### config.mk
export PLATFORM = sky130hd
export DESIGN_NAME = q2_panel_ctrl
export DESIGN_NICKNAME = d
export VERILOG_FILES = /design/src/rtl/q2_panel_ctrl.sv
export SDC_FILE = /design/constraint.sdc
export NUM_CORES = 1
export LEC_CHECK = 0
export ABC_CLOCK_PERIOD_IN_PS = 6550
export CAP_MARGIN = 20
export CORE_MARGIN = 2
export CORE_UTILIZATION = 35
export DETAILED_ROUTE_END_ITERATION = 8
export DONT_BUFFER_PORTS = 1
export PLACE_DENSITY = 0.59
export SLEW_MARGIN = 10
export SYNTH_ARGS = -nofsm -noshare
export SYNTH_HDL_FRONTEND = slang
export SYNTH_SLANG_ARGS = --single-unit
### constraint.sdc
create_clock -name clk -period 6.55 [get_ports clk]
set_input_delay 1.31 -clock clk [delete_from_list [all_inputs] [get_ports clk]]
set_output_delay 1.31 -clock clk [all_outputs]
set_load 0.02 [all_outputs]
### src/rtl/q2_panel_ctrl.sv
// Front-panel controller for the q2 core: synchronizes and debounces switches and buttons,
// then turns accepted presses into one-cycle command pulses with lockout, priority and auto-repeat.
module q2_panel_ctrl #(
  parameter int WIDTH        = 12,
  parameter int DEBOUNCE     = 16,
  parameter int REPEAT_DELAY = 0,
  parameter int REPEAT_RATE  = 1024,
  parameter int CNT_WIDTH    = 32
) (
  input  logic                 clk,
  input  logic                 rst,
  input  logic [WIDTH-1:0]     sw_raw,
  input  logic                 incp_raw,
  input  logic                 dep_raw,
  input  logic                 start_raw,
  input  logic                 stop_raw,
  input  logic                 run,
  output logic [WIDTH-1:0]     sw,
  output logic                 incp,
  output logic                 dep,
  output logic                 start,
  output logic                 stop,
  output logic                 halted,
  output logic [CNT_WIDTH-1:0] run_cycles
);

  localparam int DB_W    = $clog2(DEBOUNCE + 1);
  localparam int REP_MAX = (REPEAT_DELAY > REPEAT_RATE) ? REPEAT_DELAY : REPEAT_RATE;
  localparam int REP_W   = (REP_MAX > 1) ? $clog2(REP_MAX + 1) : 1;
  localparam bit REP_EN  = (REPEAT_DELAY > 0);

  localparam logic [DB_W-1:0]  DB_LAST  = DB_W'(DEBOUNCE - 1);
  localparam logic [REP_W-1:0] DELAY_M1 = REP_W'((REPEAT_DELAY > 0) ? REPEAT_DELAY - 1 : 0);
  localparam logic [REP_W-1:0] RATE_M1  = REP_W'(REPEAT_RATE - 1);

  // Button bit order everywhere: [0]=incp [1]=dep [2]=start [3]=stop
  logic [3:0] btn_raw;
  assign btn_raw = {stop_raw, start_raw, dep_raw, incp_raw};

  logic [3:0]             bs1_q, bs1_d, bs2_q, bs2_d;
  logic [3:0]             stable_q, stable_d, prev_q, prev_d, armed_q, armed_d;
  logic [3:0][DB_W-1:0]   bcnt_q, bcnt_d;
  logic [1:0]             valid_q, valid_d;
  logic [WIDTH-1:0]       ss1_q, ss1_d, ss2_q, ss2_d;
  logic [WIDTH-1:0]       sw_q, sw_d, sw_cand_q, sw_cand_d;
  logic [DB_W-1:0]        sw_cnt_q, sw_cnt_d;
  logic                   rep_on_q, rep_on_d, rep_rate_q, rep_rate_d;
  logic [REP_W-1:0]       rep_cnt_q, rep_cnt_d;
  logic [3:0]             pulse_q, pulse_d;
  logic                   run_q, run_d, run_prev_q, run_prev_d, halted_q, halted_d;
  logic [CNT_WIDTH-1:0]   run_cycles_q, run_cycles_d;

  logic [3:0]             cand;
  logic [REP_W-1:0]       rep_target;
  logic                   rep_fire;

  always_comb begin
    // NOTE: every signal gets a default before any branch so no path leaves it unassigned (no latches).
    bs1_d        = btn_raw;
    bs2_d        = bs1_q;
    ss1_d        = sw_raw;
    ss2_d        = ss1_q;
    stable_d     = stable_q;
    bcnt_d       = bcnt_q;
    prev_d       = stable_q;
    valid_d      = {valid_q[0], 1'b1};
    sw_d         = sw_q;
    sw_cand_d    = sw_cand_q;
    sw_cnt_d     = sw_cnt_q;
    rep_on_d     = 1'b0;
    rep_rate_d   = 1'b0;
    rep_cnt_d    = '0;
    pulse_d      = '0;
    run_d        = run;
    run_prev_d   = run_q;
    halted_d     = run_prev_q & ~run_q;
    run_cycles_d = run_cycles_q;

    for (int b = 0; b < 4; b++) begin
      if (bs2_q[b] == stable_q[b]) begin
        bcnt_d[b] = '0;
      end else if (bcnt_q[b] == DB_LAST) begin
        stable_d[b] = bs2_q[b];
        bcnt_d[b]   = '0;
      end else begin
        bcnt_d[b] = bcnt_q[b] + 1'b1;
      end
    end

    // Arm only once the synchronizers hold real post-reset samples showing the button released.
    armed_d = armed_q | ({4{valid_q[1]}} & ~bs2_q & ~stable_q);

    if (ss2_q != sw_cand_q) begin
      sw_cand_d = ss2_q;
      sw_cnt_d  = '0;
    end else if (sw_cand_q == sw_q) begin
      sw_cnt_d = '0;
    end else if (sw_cnt_q == DB_LAST) begin
      sw_d     = sw_cand_q;
      sw_cnt_d = '0;
    end else begin
      sw_cnt_d = sw_cnt_q + 1'b1;
    end

    rep_target = rep_rate_q ? RATE_M1 : DELAY_M1;
    rep_fire   = REP_EN && rep_on_q && stable_q[0] && !run && (rep_cnt_q == rep_target);

    cand    = armed_q & stable_q & ~prev_q;
    cand[0] = cand[0] | rep_fire;
    if (run) cand[2:0] = 3'b000;

    if      (cand[3]) pulse_d = 4'b1000;
    else if (cand[2]) pulse_d = 4'b0100;
    else if (cand[1]) pulse_d = 4'b0010;
    else if (cand[0]) pulse_d = 4'b0001;

    // The repeat timer restarts from every issued incp pulse; first target is the delay, then the rate.
    if (pulse_d[0]) begin
      rep_on_d   = REP_EN;
      rep_rate_d = rep_fire;
    end else if (rep_on_q && stable_q[0] && !run && !(|pulse_d[3:1])) begin
      rep_on_d   = 1'b1;
      rep_rate_d = rep_rate_q;
      rep_cnt_d  = rep_cnt_q + 1'b1;
    end

    if (pulse_d[2]) begin
      run_cycles_d = '0;
    end else if (run && (run_cycles_q != {CNT_WIDTH{1'b1}})) begin
      run_cycles_d = run_cycles_q + 1'b1;
    end
  end

  // NOTE: sequential state uses non-blocking assignments so every flop samples pre-edge values.
  always_ff @(posedge clk) begin
    if (rst) begin
      bs1_q        <= '0;
      bs2_q        <= '0;
      ss1_q        <= '0;
      ss2_q        <= '0;
      stable_q     <= '0;
      bcnt_q       <= '0;
      prev_q       <= '0;
      armed_q      <= '0;
      valid_q      <= '0;
      sw_q         <= '0;
      sw_cand_q    <= '0;
      sw_cnt_q     <= '0;
      rep_on_q     <= 1'b0;
      rep_rate_q   <= 1'b0;
      rep_cnt_q    <= '0;
      pulse_q      <= '0;
      run_q        <= 1'b0;
      run_prev_q   <= 1'b0;
      halted_q     <= 1'b0;
      run_cycles_q <= '0;
    end else begin
      bs1_q        <= bs1_d;
      bs2_q        <= bs2_d;
      ss1_q        <= ss1_d;
      ss2_q        <= ss2_d;
      stable_q     <= stable_d;
      bcnt_q       <= bcnt_d;
      prev_q       <= prev_d;
      armed_q      <= armed_d;
      valid_q      <= valid_d;
      sw_q         <= sw_d;
      sw_cand_q    <= sw_cand_d;
      sw_cnt_q     <= sw_cnt_d;
      rep_on_q     <= rep_on_d;
      rep_rate_q   <= rep_rate_d;
      rep_cnt_q    <= rep_cnt_d;
      pulse_q      <= pulse_d;
      run_q        <= run_d;
      run_prev_q   <= run_prev_d;
      halted_q     <= halted_d;
      run_cycles_q <= run_cycles_d;
    end
  end

  assign sw         = sw_q;
  assign incp       = pulse_q[0];
  assign dep        = pulse_q[1];
  assign start      = pulse_q[2];
  assign stop       = pulse_q[3];
  assign halted     = halted_q;
  assign run_cycles = run_cycles_q;

endmodule

Yosys cells after proc, flatten, opt, wreduce, memory -nomap -nowiden
Index checks and enable logic that the tools add are counted.
{"block": "totals", "regBits": 134, "inputBits": 19, "output_inout_bits": 49, "elab_cells": 80}
{"block": "op_classes", "muxes": 6, "eq_ne": 12, "n_addsub": 6, "reduce_logical": 14, "bitwise_logic": 16}
{"op": "adder 32 x 1 -> 32 bit (second input constant)", "count": 1}
{"op": "inequality test 32 bit (second input constant)", "count": 1}
{"op": "adder 5 x 1 -> 5 bit (second input constant)", "count": 5}
{"op": "== test 5 x 4 -> 1 bit (second input constant)", "count": 5}
{"op": "AND 4 bit", "count": 4}
{"op": "OR reduction 3 bit", "count": 5}
{"op": "== test 12 bit", "count": 1}
{"op": "inequality test 12 bit", "count": 1}
{"op": "NOT 4 bit", "count": 3}
{"op": "AND reduction 2 bit", "count": 4}
{"op": "OR reduction 4 bit", "count": 2}
{"op": "NOT 1 bit", "count": 7}
{"op": "2-to-1 mux 3 bit", "count": 2}
{"op": "== test 1 bit", "count": 4}
{"op": "2-to-1 mux 4 bit", "count": 1}
{"op": "bitwise OR 4 bit", "count": 1}
{"op": "AND reduction 3 bit", "count": 1}
{"op": "2-to-1 mux 1 bit", "count": 2}
{"op": "2-to-1 mux 2 bit", "count": 1}
{"op": "OR reduction 2 bit", "count": 1}
{"op": "AND 1 bit", "count": 1}
{"op": "logical AND 1 bit", "count": 1}

Logic depth before layout (Yosys ltp)
{"block": "logic_depth", "ltp_word": 8, "mapped_depth": 8, "depth_no_buf": 6}

Worst setup path after synthesis
Ideal clock, no wire load.
{"block": "synth_timing", "kind": "input to register", "startpoint": "input port run", "endpoint": "register run_cycles_q[20], in the netlist run_cycles[20]", "path_buffers": 3, "arrival_ps": 2701, "t_required_ps": 6430, "path_slack_ps": 3729, "stages": 7, "setup_ps": 120, "path_cell_list": "buf_2 > nor4bb_1 > nand2_1 > nand2_1 > buf_2 > buf_2 > nor2_1"}
{"block": "synth_via", "elab_chain_cells": 4, "elab_cells_between_ends": 5, "cone_classes": "3 x mux; 2 x reduce/logical"}
{"element": "start: declaration", "line_no": "17", "source": "input logic run,"}
{"element": "2-to-1 mux 3 bit", "line_no": "110", "source": "if (run) cand[2:0] = 3'b000;"}
{"element": "2-to-1 mux 3 bit", "line_no": "113", "source": "else if (cand[2]) pulse_d = 4'b0100;"}
{"element": "2-to-1 mux 4 bit", "line_no": "112", "source": "if (cand[3]) pulse_d = 4'b1000;"}
{"element": "OR reduction 2 bit (no source line)"}
{"element": "end signal: assignment", "line_no": "177", "source": "run_cycles_q <= run_cycles_d;"}
{"element": "end: declaration", "line_no": "51", "source": "logic [CNT_WIDTH-1:0] run_cycles_q, run_cycles_d;"}
Several ways; a longest one is shown, not always the timed one.
A chain may end at the register's enable or synchronous reset.

Worst setup path after layout
{"block": "layout_timing", "startpoint": "register run_cycles_q[26], in the netlist run_cycles[26]", "endpoint": "register run_cycles_q[2], in the netlist run_cycles[2]"}
{"block": "layout_via", "elab_chain_cells": 2}
{"element": "inequality test 32 bit", "line_no": "129", "source": "end else if (run && (run_cycles_q != {CNT_WIDTH{1'b1}})) begin"}
{"element": "logical AND 1 bit", "line_no": "129"}
No other way between the ends.

==> impl_metrics.tcl <==
set metrics [dict create \
    cp-start-kind "flop" \
    post_cts_buffers 0 \
    final_hold_viol_count 0 \
    switching_share_pct 20.4 \
    p_leak_nw 2.18 \
    cp.required_ns 6.85 \
    synthMuxAreaShare_pct 3.25 \
    final_common_cell "dfxtp_1" \
    postCtsHoldBufs 0 \
    timing.rr.end "run_cycles[2]$_SDFFE_PP0P_" \
    grtUsageTotal_pct 13.0 \
    cts_tree "done" \
    pwr-share-seq_pct 44.0 \
    drc 0 \
    fillers 1383 \
    p_sw_uw 392 \
    clk_latency_ns 0.42 \
    grt-ovfl-total 0 \
    antenna_cells 0 \
    syn-cell-area_mm2 0.00524 \
    clkPwrFrac_pct 54.1 \
    synthCells 536 \
    grt_max_degree 68 \
    die_width_um 126 \
    fp.dieH_um 126 \
    synth_warnings 0 \
    initial_core_util_pct 35.9 \
    synth-simple-area-share_pct 24.8 \
    synth_fa_ha_area_share_pct 2.63 \
    num_rows 44 \
    ctsRootBufferMaster "clkbuf_16" \
    slew_violations 0 \
    drt_iter0_markers 213 \
    slew_headroom_pct 48.4 \
    area_delta_synth_final_pct 15.6 \
    via_per_inst 4.93 \
    worstPathArrival_ns 3.00 \
    routedWlPerCell_um 13.5 \
    cellPowerDensity_mw_per_mm2 317 \
    ys.flop_type "dfxtp_1" \
    grt_pass1_vias 3468 \
    antenna_left 0 \
    critPathLaunch "run_cycles[26]$_SDFFE_PP0P_" \
    rsz0062_at_grt "false" \
    synth_top_family_by_area "simple AND/OR/NAND/NOR gates" \
    yosysSeqAreaShare_pct 51.2 \
    internal_power_mw 1.53 \
    synth_nets 566 \
    wirelength_mm 9.96 \
    cap_viol_max_count 0 \
    cts_buffers 17 \
    endpoint_kind "flop" \
    final_cell_mix "134 x dfxtp_1, 57 x nor2_1, 51 x nor2b_1" \
    crit_path_max_fanout 13 \
    fin_setup_tns_ns 0 \
    crit_type "reg -> reg" \
    clockBufferDepth 2 \
    synth_seq_cells 134 \
    finalCriticalPeriod_ns 2.70 \
    period_share_pct 41.2 \
    grt_pass1_wl_mm 16.6 \
    dp_hpwl_mm 6.88 \
    antenna_found_initial 0 \
    clock.fmax_mhz 370 \
    place.gp.congestion 0.794 \
    io_buffers 0 \
    dr.pass1.iters 5 \
    coreArea_mm2 0.0146 \
    nNetsFinal 570 \
    async_reset_ff_share_pct 0 \
    rrSetupSlack_ns 3.85 \
    worst_slew_pin_slew_ns 0.767 \
    synth_xor_area_share_pct 8.34 \
    ctsResizeCount 0 \
    dr_total_vias 3635 \
    worstHoldPathType "reg -> reg" \
    skew_ns 0.00906 \
    synth_compound_area_share_pct 7.26 \
    avgSynthCellArea_um2 9.77 \
    pwr-share-comb_pct 1.9 \
    die_area_mm2 0.0160 \
    synth_edf_count 0 \
    status "finished, final reports clean" \
    ff2ff_path_depth 5 \
    drive_above_1_share_pct 9.22 \
    setup_violations 0 \
    cts_sinks 134 \
    ir_drop_mv 0.208 \
    cp-endpoint "run_cycles[2]$_SDFFE_PP0P_" \
    regToRegStartpoint "run_cycles[26]$_SDFFE_PP0P_" \
    hold_ws_ns 0.407 \
    htree_num_levels 4 \
    ys_types 47 \
    cts.clk_slew.worst_paths_ns 0.06 \
    ios 68 \
]
-- power by group through the flow --
| stage | logic (mW) | registers [mW] | clock network, mW |
|---|---|---|---|
| after global placement | 0.0367 | 0.862 | 0 |
| final | 0.0372 | 0.845 | 1.04 |
| after floorplan | 0.0385 | 0.859 | 0 |
| after detailed placement | 0.0381 | 0.863 | 0 |
| after global routing | 0.0428 | 0.847 | 1.10 |
| after CTS | 0.0382 | 0.845 | 1.07 |
-- flip-flops by register name (all words and copies together), names as in the netlist, 4 cells and up --
signal and flops:
bcnt_q 20, pulse_q 4, armed_q 4, run_cycles 32
ss2_q 12, prev_d 4, prev_q 4, bs2_q 4
ss1_q 12, sw_cand_q 12, bs1_q 4, sw_cnt_q 5
sw 12
-- cells by family after synthesis --
group | count (synthesis)
adders and majority gates | 11
and+or+nand+nor | 245
AOI/OAI and AO/OA | 51
muxes | 17
buffers and inverters | 29
xor gates and xnor gates | 49
DFF | 134
-- worst min path at each step --
stage,from,depth (start not counted),end,slack [ns]
2_1_floorplan,run_prev_d$_SDFF_PP0_,1,halted$_SDFF_PP0_,0.39
3_3_place_gp,run_prev_d$_SDFF_PP0_,1,halted$_SDFF_PP0_,0.40
3_5_place_dp,run_prev_d$_SDFF_PP0_,1,halted$_SDFF_PP0_,0.40
4_1_cts,run_prev_d$_SDFF_PP0_,1,halted$_SDFF_PP0_,0.41
5_1_grt,run_prev_d$_SDFF_PP0_,1,halted$_SDFF_PP0_,0.43
6_report,run_prev_d$_SDFF_PP0_,1,halted$_SDFF_PP0_,0.41
-- metal layers --
layer / part of all wire [%] / GRT usage [%] / wire length (um)
met1: 44 / 14.9 / 4420
met2: 47 / 21.3 / 4720
met3: 6.5 / 5.48 / 650
met4: 1.7 / 5.82 / 168
met5: 0 / 0 / 0
-- cell usage after synthesis, drive strengths merged (7+ instances only) --
| master | number | area (um^2) |
|---|---|---|
| mux2i | 17 | 170 |
| or3 | 17 | 106 |
| a21oi | 20 | 119 |
| nand2 | 46 | 173 |
| nor2b | 51 | 319 |
| and3 | 9 | 56.3 |
| ha | 11 | 138 |
| nor2 | 57 | 214 |
| xnor2 | 25 | 219 |
| nand3 | 19 | 95.1 |
| nand4 | 15 | 100 |
| o21ai | 14 | 85.1 |
| buf | 7 | 47.5 |
| clkbuf | 10 | 37.5 |
| inv | 12 | 45.0 |
| dfxtp | 134 | 2680 |
| xor2 | 24 | 218 |
-- stage by stage --
stage               instance area [um^2]  instances  utilization (%)  power [mW]  worst slack [ns]
global placement                    5400        704             37.0       0.899              3.70
global route                        6050        737             41.5        1.99              3.70
CTS                                 6050        736             41.4        1.95              3.83
detailed placement                  5400        704             37.0       0.901              3.64
floorplan                           5240        536                -       0.898              3.73
finish                              6050        737             41.5        1.92              3.85
-- critical path, cell delays in order (launching register included) --
cell     delay [ns]
dfxtp_1        0.61
nand4_2        0.21
or4_1          0.80
o31ai_4        0.68
or3_1          0.22
a21oi_2        0.06
-- area by class of cell --
class	instances	area [um^2]	share of cell area, %
sequential	134	2680	44.3
multi-input combinational	373	2430	40.2
clock buffer	18	429	7.09
tap	184	230	3.80
clock inverter	14	221	3.66
inverter	12	45.0	0.744
timing repair buffer	2	15.0	0.248
Note: power is estimated with default switching activity, not from simulation.
